### config.mk
export PLATFORM = sky130hd
export DESIGN_NAME = norm_sequencer
export DESIGN_NICKNAME = d
export VERILOG_FILES = /design/src/rtl/norm_sequencer.sv
export SDC_FILE = /design/constraint.sdc
export NUM_CORES = 1
export LEC_CHECK = 0
export BUFFER_PORTS_ARGS = -buffer_cell sky130_fd_sc_hd__clkbuf_2
export CORE_UTILIZATION = 30
export CTS_CLUSTER_DIAMETER = 100
export CTS_CLUSTER_SIZE = 14
export DETAILED_ROUTE_END_ITERATION = 8
export SYNTH_ARGS = -nofsm -noshare
export SYNTH_HDL_FRONTEND = slang
export SYNTH_SLANG_ARGS = --single-unit
### constraint.sdc
create_clock -name clk -period 3.4 [get_ports clk]
set_clock_uncertainty 0.2 [all_clocks]
set_input_delay 0.34 -clock clk [delete_from_list [all_inputs] [get_ports clk]]
set_output_delay 0.34 -clock clk [all_outputs]
set_load 0.05 [all_outputs]
### src/rtl/norm_sequencer.sv
// Post-add normalizer: classifies the ALU sum, then left-shifts one bit per
// cycle until the significand is normalized or the exponent clamps to denormal.
module norm_sequencer #(
  parameter int SIG_W = 24,
  parameter int EXP_W = 8
) (
  input  logic             clk,
  input  logic             rst,
  input  logic             in_valid,
  output logic             in_ready,
  input  logic [SIG_W-1:0] in_sig,
  input  logic             in_carry,
  input  logic [EXP_W-1:0] in_exp,
  output logic             out_valid,
  input  logic             out_ready,
  output logic [SIG_W-1:0] out_sig,
  output logic [EXP_W-1:0] out_shift,
  output logic             out_ovf,
  output logic             busy
);

  typedef enum logic [1:0] {IDLE, SHIFT, DONE} state_t;

  localparam logic [EXP_W-1:0]        EXP_ONE  = EXP_W'(1);
  localparam logic [EXP_W-1:0]        EXP_MAX  = {{(EXP_W-1){1'b1}}, 1'b0};
  localparam logic signed [EXP_W-1:0] SH_ZERO  = '0;
  localparam logic signed [EXP_W-1:0] SH_PLUS1 = EXP_W'(1);
  localparam logic signed [EXP_W-1:0] SH_MIN1  = '1;

  state_t                  state;
  logic [EXP_W-1:0]        exp_q;
  logic [SIG_W-1:0]        sig_q;
  logic signed [EXP_W-1:0] shift_q;
  logic                    ovf_q;
  logic                    valid_q;
  logic                    ready_q;
  logic                    busy_q;
  logic [EXP_W-1:0]        eff_exp;

  // Exponent the result would carry if the block stopped shifting now.
  assign eff_exp = exp_q + $unsigned(shift_q);

  assign out_sig   = sig_q;
  assign out_shift = $unsigned(shift_q);
  assign out_ovf   = ovf_q;
  assign out_valid = valid_q;
  assign in_ready  = ready_q;
  assign busy      = busy_q;

  always_ff @(posedge clk or posedge rst) begin
    if (rst) begin
      state   <= IDLE;
      exp_q   <= '0;
      sig_q   <= '0;
      shift_q <= '0;
      ovf_q   <= 1'b0;
      valid_q <= 1'b0;
      ready_q <= 1'b1;
      busy_q  <= 1'b0;
    end else begin
      case (state)
        IDLE: begin
          if (in_valid) begin
            exp_q   <= in_exp;
            ovf_q   <= 1'b0;
            ready_q <= 1'b0;
            busy_q  <= 1'b1;
            state   <= DONE;
            valid_q <= 1'b1;
            if (in_carry) begin
              sig_q   <= {1'b1, in_sig[SIG_W-1:1]};
              shift_q <= SH_PLUS1;
              ovf_q   <= (in_exp == EXP_MAX);
            end else if (in_sig == '0) begin
              sig_q   <= '0;
              shift_q <= (in_exp == EXP_ONE) ? SH_MIN1 : SH_ZERO;
            end else if (in_exp == '0) begin
              sig_q   <= in_sig;
              shift_q <= SH_ZERO;
            end else if (in_exp == EXP_ONE && !in_sig[SIG_W-1]) begin
              sig_q   <= in_sig;
              shift_q <= SH_MIN1;
            end else if (in_sig[SIG_W-1]) begin
              sig_q   <= in_sig;
              shift_q <= SH_ZERO;
            end else begin
              sig_q   <= in_sig;
              shift_q <= SH_ZERO;
              state   <= SHIFT;
              valid_q <= 1'b0;
            end
          end
        end

        SHIFT: begin
          shift_q <= shift_q - SH_PLUS1;
          if (eff_exp == EXP_ONE) begin
            // Exponent floor reached: stop shifting, result goes denormal.
            state   <= DONE;
            valid_q <= 1'b1;
          end else begin
            sig_q <= {sig_q[SIG_W-2:0], 1'b0};
            if (sig_q[SIG_W-2]) begin
              state   <= DONE;
              valid_q <= 1'b1;
            end
          end
        end

        DONE: begin
          if (out_ready) begin
            state   <= IDLE;
            valid_q <= 1'b0;
            ready_q <= 1'b1;
            busy_q  <= 1'b0;
          end
        end

        default: begin
          state   <= IDLE;
          valid_q <= 1'b0;
          ready_q <= 1'b1;
          busy_q  <= 1'b0;
        end
      endcase
    end
  end

endmodule

==> impl_metrics.toml <==
[cts]
hold_buffers = 0
cts_buffer_depth = 2
h-tree-depth = 2
root_buffer = "clkbuf_8"
cts_tree = "yes"
cts_made_buffers = 5
postCtsSetupBuffers = 0
cts_resized = 0
clkTransAtPathRegs_ns = 0.09
clk_latency_ns = 0.30
clock_sinks = 45

[global_routing]
gr-usage-all-layers = 0.163
grt_max_degree = 49
met1_usage = 0.232
antenna_found_initial = 0
grt_pass1_vias = 2306
use_met2 = 0.254
busiest_layer = "met2"
gr-usage-met3 = 0.0348
grt_overflow = 0
grt_pass1_wl_um = 11700

[timing]
post-route-min-period_ns = 3.14
rsz0062_at_grt = "no"
slew_violations = 0
hold_viol_final = 0
fin_tns_setup_ns = 0
finalCritPeriodShare = 0.922
worst_pin_slew_ns = 0.975
slew_headroom = 0.350
max_freq_mhz = 319
setup_violations = 0

[setup_path]
cp.required_ns = 3.39
start_kind = "flop"
crit_path_max_incr_delay_ns = 0.52
worstSetupPathDepth = 8
rrSetupSlack_ns = 0.26
cp_top_family = "compound AO/OA/AOI/OAI gates"
crit_chain = "ha_1, fa_1, xor2_1, nor3b_1, o2111ai_1, nand3b_1, o21a_1, a221o_1"
cp-startpoint = "out_shift[0]$_DFFE_PP0P_"
reg2reg_from = "out_shift[0]$_DFFE_PP0P_"
endpoint_kind = "flop"
critPathKind = "flop to flop"
arrival_ns = 3.13
r2r_cells = 8
cp_slowest_cell = "o21a_1"
crit_end = "out_sig[1]$_DFFE_PP0P_"
worstPathMaxFanout = 23
crit_buf_inv = 0
regToRegEndpoint = "out_sig[1]$_DFFE_PP0P_"

[finish]
mostFrequentLayoutCells = "72 x clkbuf_2, 44 x dfrtp_1, 33 x o21ai_0, 33 x nand2_1, 32 x nand3_1"
drive_gt1_frac = 0.259
final_common_cell = "clkbuf_2"
final_cell_area_um2 = 3240
final_core_util = 0.387
diodes = 0
syn_to_final_growth_pct = 21.9
nets = 393

[synthesis]
synth.distinct_cells = 40
synth_nets = 328
ys_seq_elements = 45
yosysSeqAreaShare = 0.424
yosysTopAreaCell = "dfrtp_1"
netlist_instances = 282
synth_enable_flop_cells = 0
synth.area.top_cells = "dfrtp_1 41%, mux2i_1 9.0%, a221o_1 8.3%"
ys_async_sr_fraction = 1.00
synth_top_flop_cell = "dfrtp_1"
synth_area_um2 = 2660
ys_warn_count = 0
avgSynthCellArea_um2 = 9.44
yosysTopAreaCellShare = 0.414

[power_and_ir_drop]
ir_drop_mv = 0.525
power.internal_mw = 1.62
p_leak_nw = 1.56
clkPwrFrac = 0.128
power.density_nw_per_um2 = 1050
seq_power_share = 0.315
swShare = 0.522
power.switching_mw = 1.77
combPwrFrac = 0.556

[placement]
place_hpwl_um = 5100
dpl_cell_area_um2 = 3120
place_congestion = 0.810
port_buffers = 72

[routing]
wl_um = 7090
drcViolationCount = 0
via_count = 2502
vias_per_cell = 5.52
drt_iter0_drc = 121
wl_per_cell_um = 15.6
final_antenna_net_count = 0
dr.pass1.iters = 4

[floorplanning]
ios = 73
rows = 33
dieArea_um2 = 9250
coreArea_um2 = 8380
die_y_um = 96.2
start_util = 0.318
die_w_um = 96.2

[run]
drv_cap = 0

[outcome]
outcome = "finished clean"

[worst_hold_path]
hold_path_class = "primary input to asynchronous set/reset pin"
routing by layer:
layer  part of all wire  routed length (µm)
met5                  0                   0
met4             0.0056                  40
met3              0.067                 473
met1               0.48                3420
met2               0.45                3160
registers in the layout (all words and copies together) (netlist names):
name and cells:
out_sig 24, exp_q 8, out_shift 8, busy 1, in_ready 1, out_ovf 1
out_valid 1, state 1
Yosys cell counts (2+ instances only):
cell type / instances
a221o_1: 22
nor3b_1: 2
mux2i_1: 24
dfrtp_1: 44
inv_1: 7
buf_1: 2
buf_2: 2
o311ai_0: 2
o211ai_1: 5
a21o_1: 2
nor3_1: 5
a21oi_1: 5
nand3_1: 32
or4_1: 4
nor2_1: 6
clkbuf_1: 13
ha_1: 8
nand2_1: 33
o21ai_0: 33
o22ai_1: 2
nor4_1: 7
nand4_1: 2
a211oi_1: 2
nand3b_1: 2
cell type report:
class	instances	area [µm²]
fill	858	5140
multi-input combinational	212	1440
sequential	45	1130
timing repair buffer	76	403
tap	105	131
clock buffer	6	82.6
clock inverter	2	37.5
inverter	7	26.3
worst reg2reg max path, delay by kind of cell (launching register included):
kind / cells / cell delay, ns
flops: 1 / 0.44
fa+ha+maj: 2 / 0.66
simple gates: 2 / 0.43
compound gates: 3 / 1.12
xor+xnor: 1 / 0.18
power by group through the flow:
stage | registers (mW) | clock network [mW] | logic [mW]
3_3_place_gp | 1.07 | 0 | 1.87
2_1_floorplan | 1.69 | 0 | 0.796
5_1_grt | 1.11 | 0.468 | 2.05
3_5_place_dp | 1.07 | 0 | 1.90
4_1_cts | 1.07 | 0.441 | 1.90
6_report | 1.07 | 0.435 | 1.89
cells by family after synthesis:
logic type                 share of synthesized area
buffers and inverters                         0.0390
adders and majority gates                     0.0451
and+or+nand+nor                                0.185
muxes                                         0.0945
DFF                                            0.424
xor gates and xnor gates                     0.00658
AOI/OAI and AO/OA                              0.206
worst min-delay path by stage:
stage	endpoint	cells after the start
detailed placement	in_ready$_DFFE_PP1P_	2
global placement	in_ready$_DFFE_PP1P_	2
global route	exp_q[2]$_DFFE_PP0P_	3
finish	out_shift[5]$_DFFE_PP0P_	2
floorplan	exp_q[0]$_DFFE_PP0P_	2
CTS	exp_q[2]$_DFFE_PP0P_	3
metrics by stage:
stage | hold WS [ns] | power (mW) | setup WS, ns | cells
2_1_floorplan | 0.245 | 2.49 | 0.354 | 282
5_1_grt | 0.0775 | 3.63 | 0.00910 | 453
3_3_place_gp | 0.255 | 2.94 | 0.341 | 445
4_1_cts | 0.0688 | 3.41 | 0.265 | 453
3_5_place_dp | 0.259 | 2.97 | 0.277 | 445
6_report | 0.0415 | 3.39 | 0.264 | 453
No activity file was read; power rests on OpenSTA's default activity.
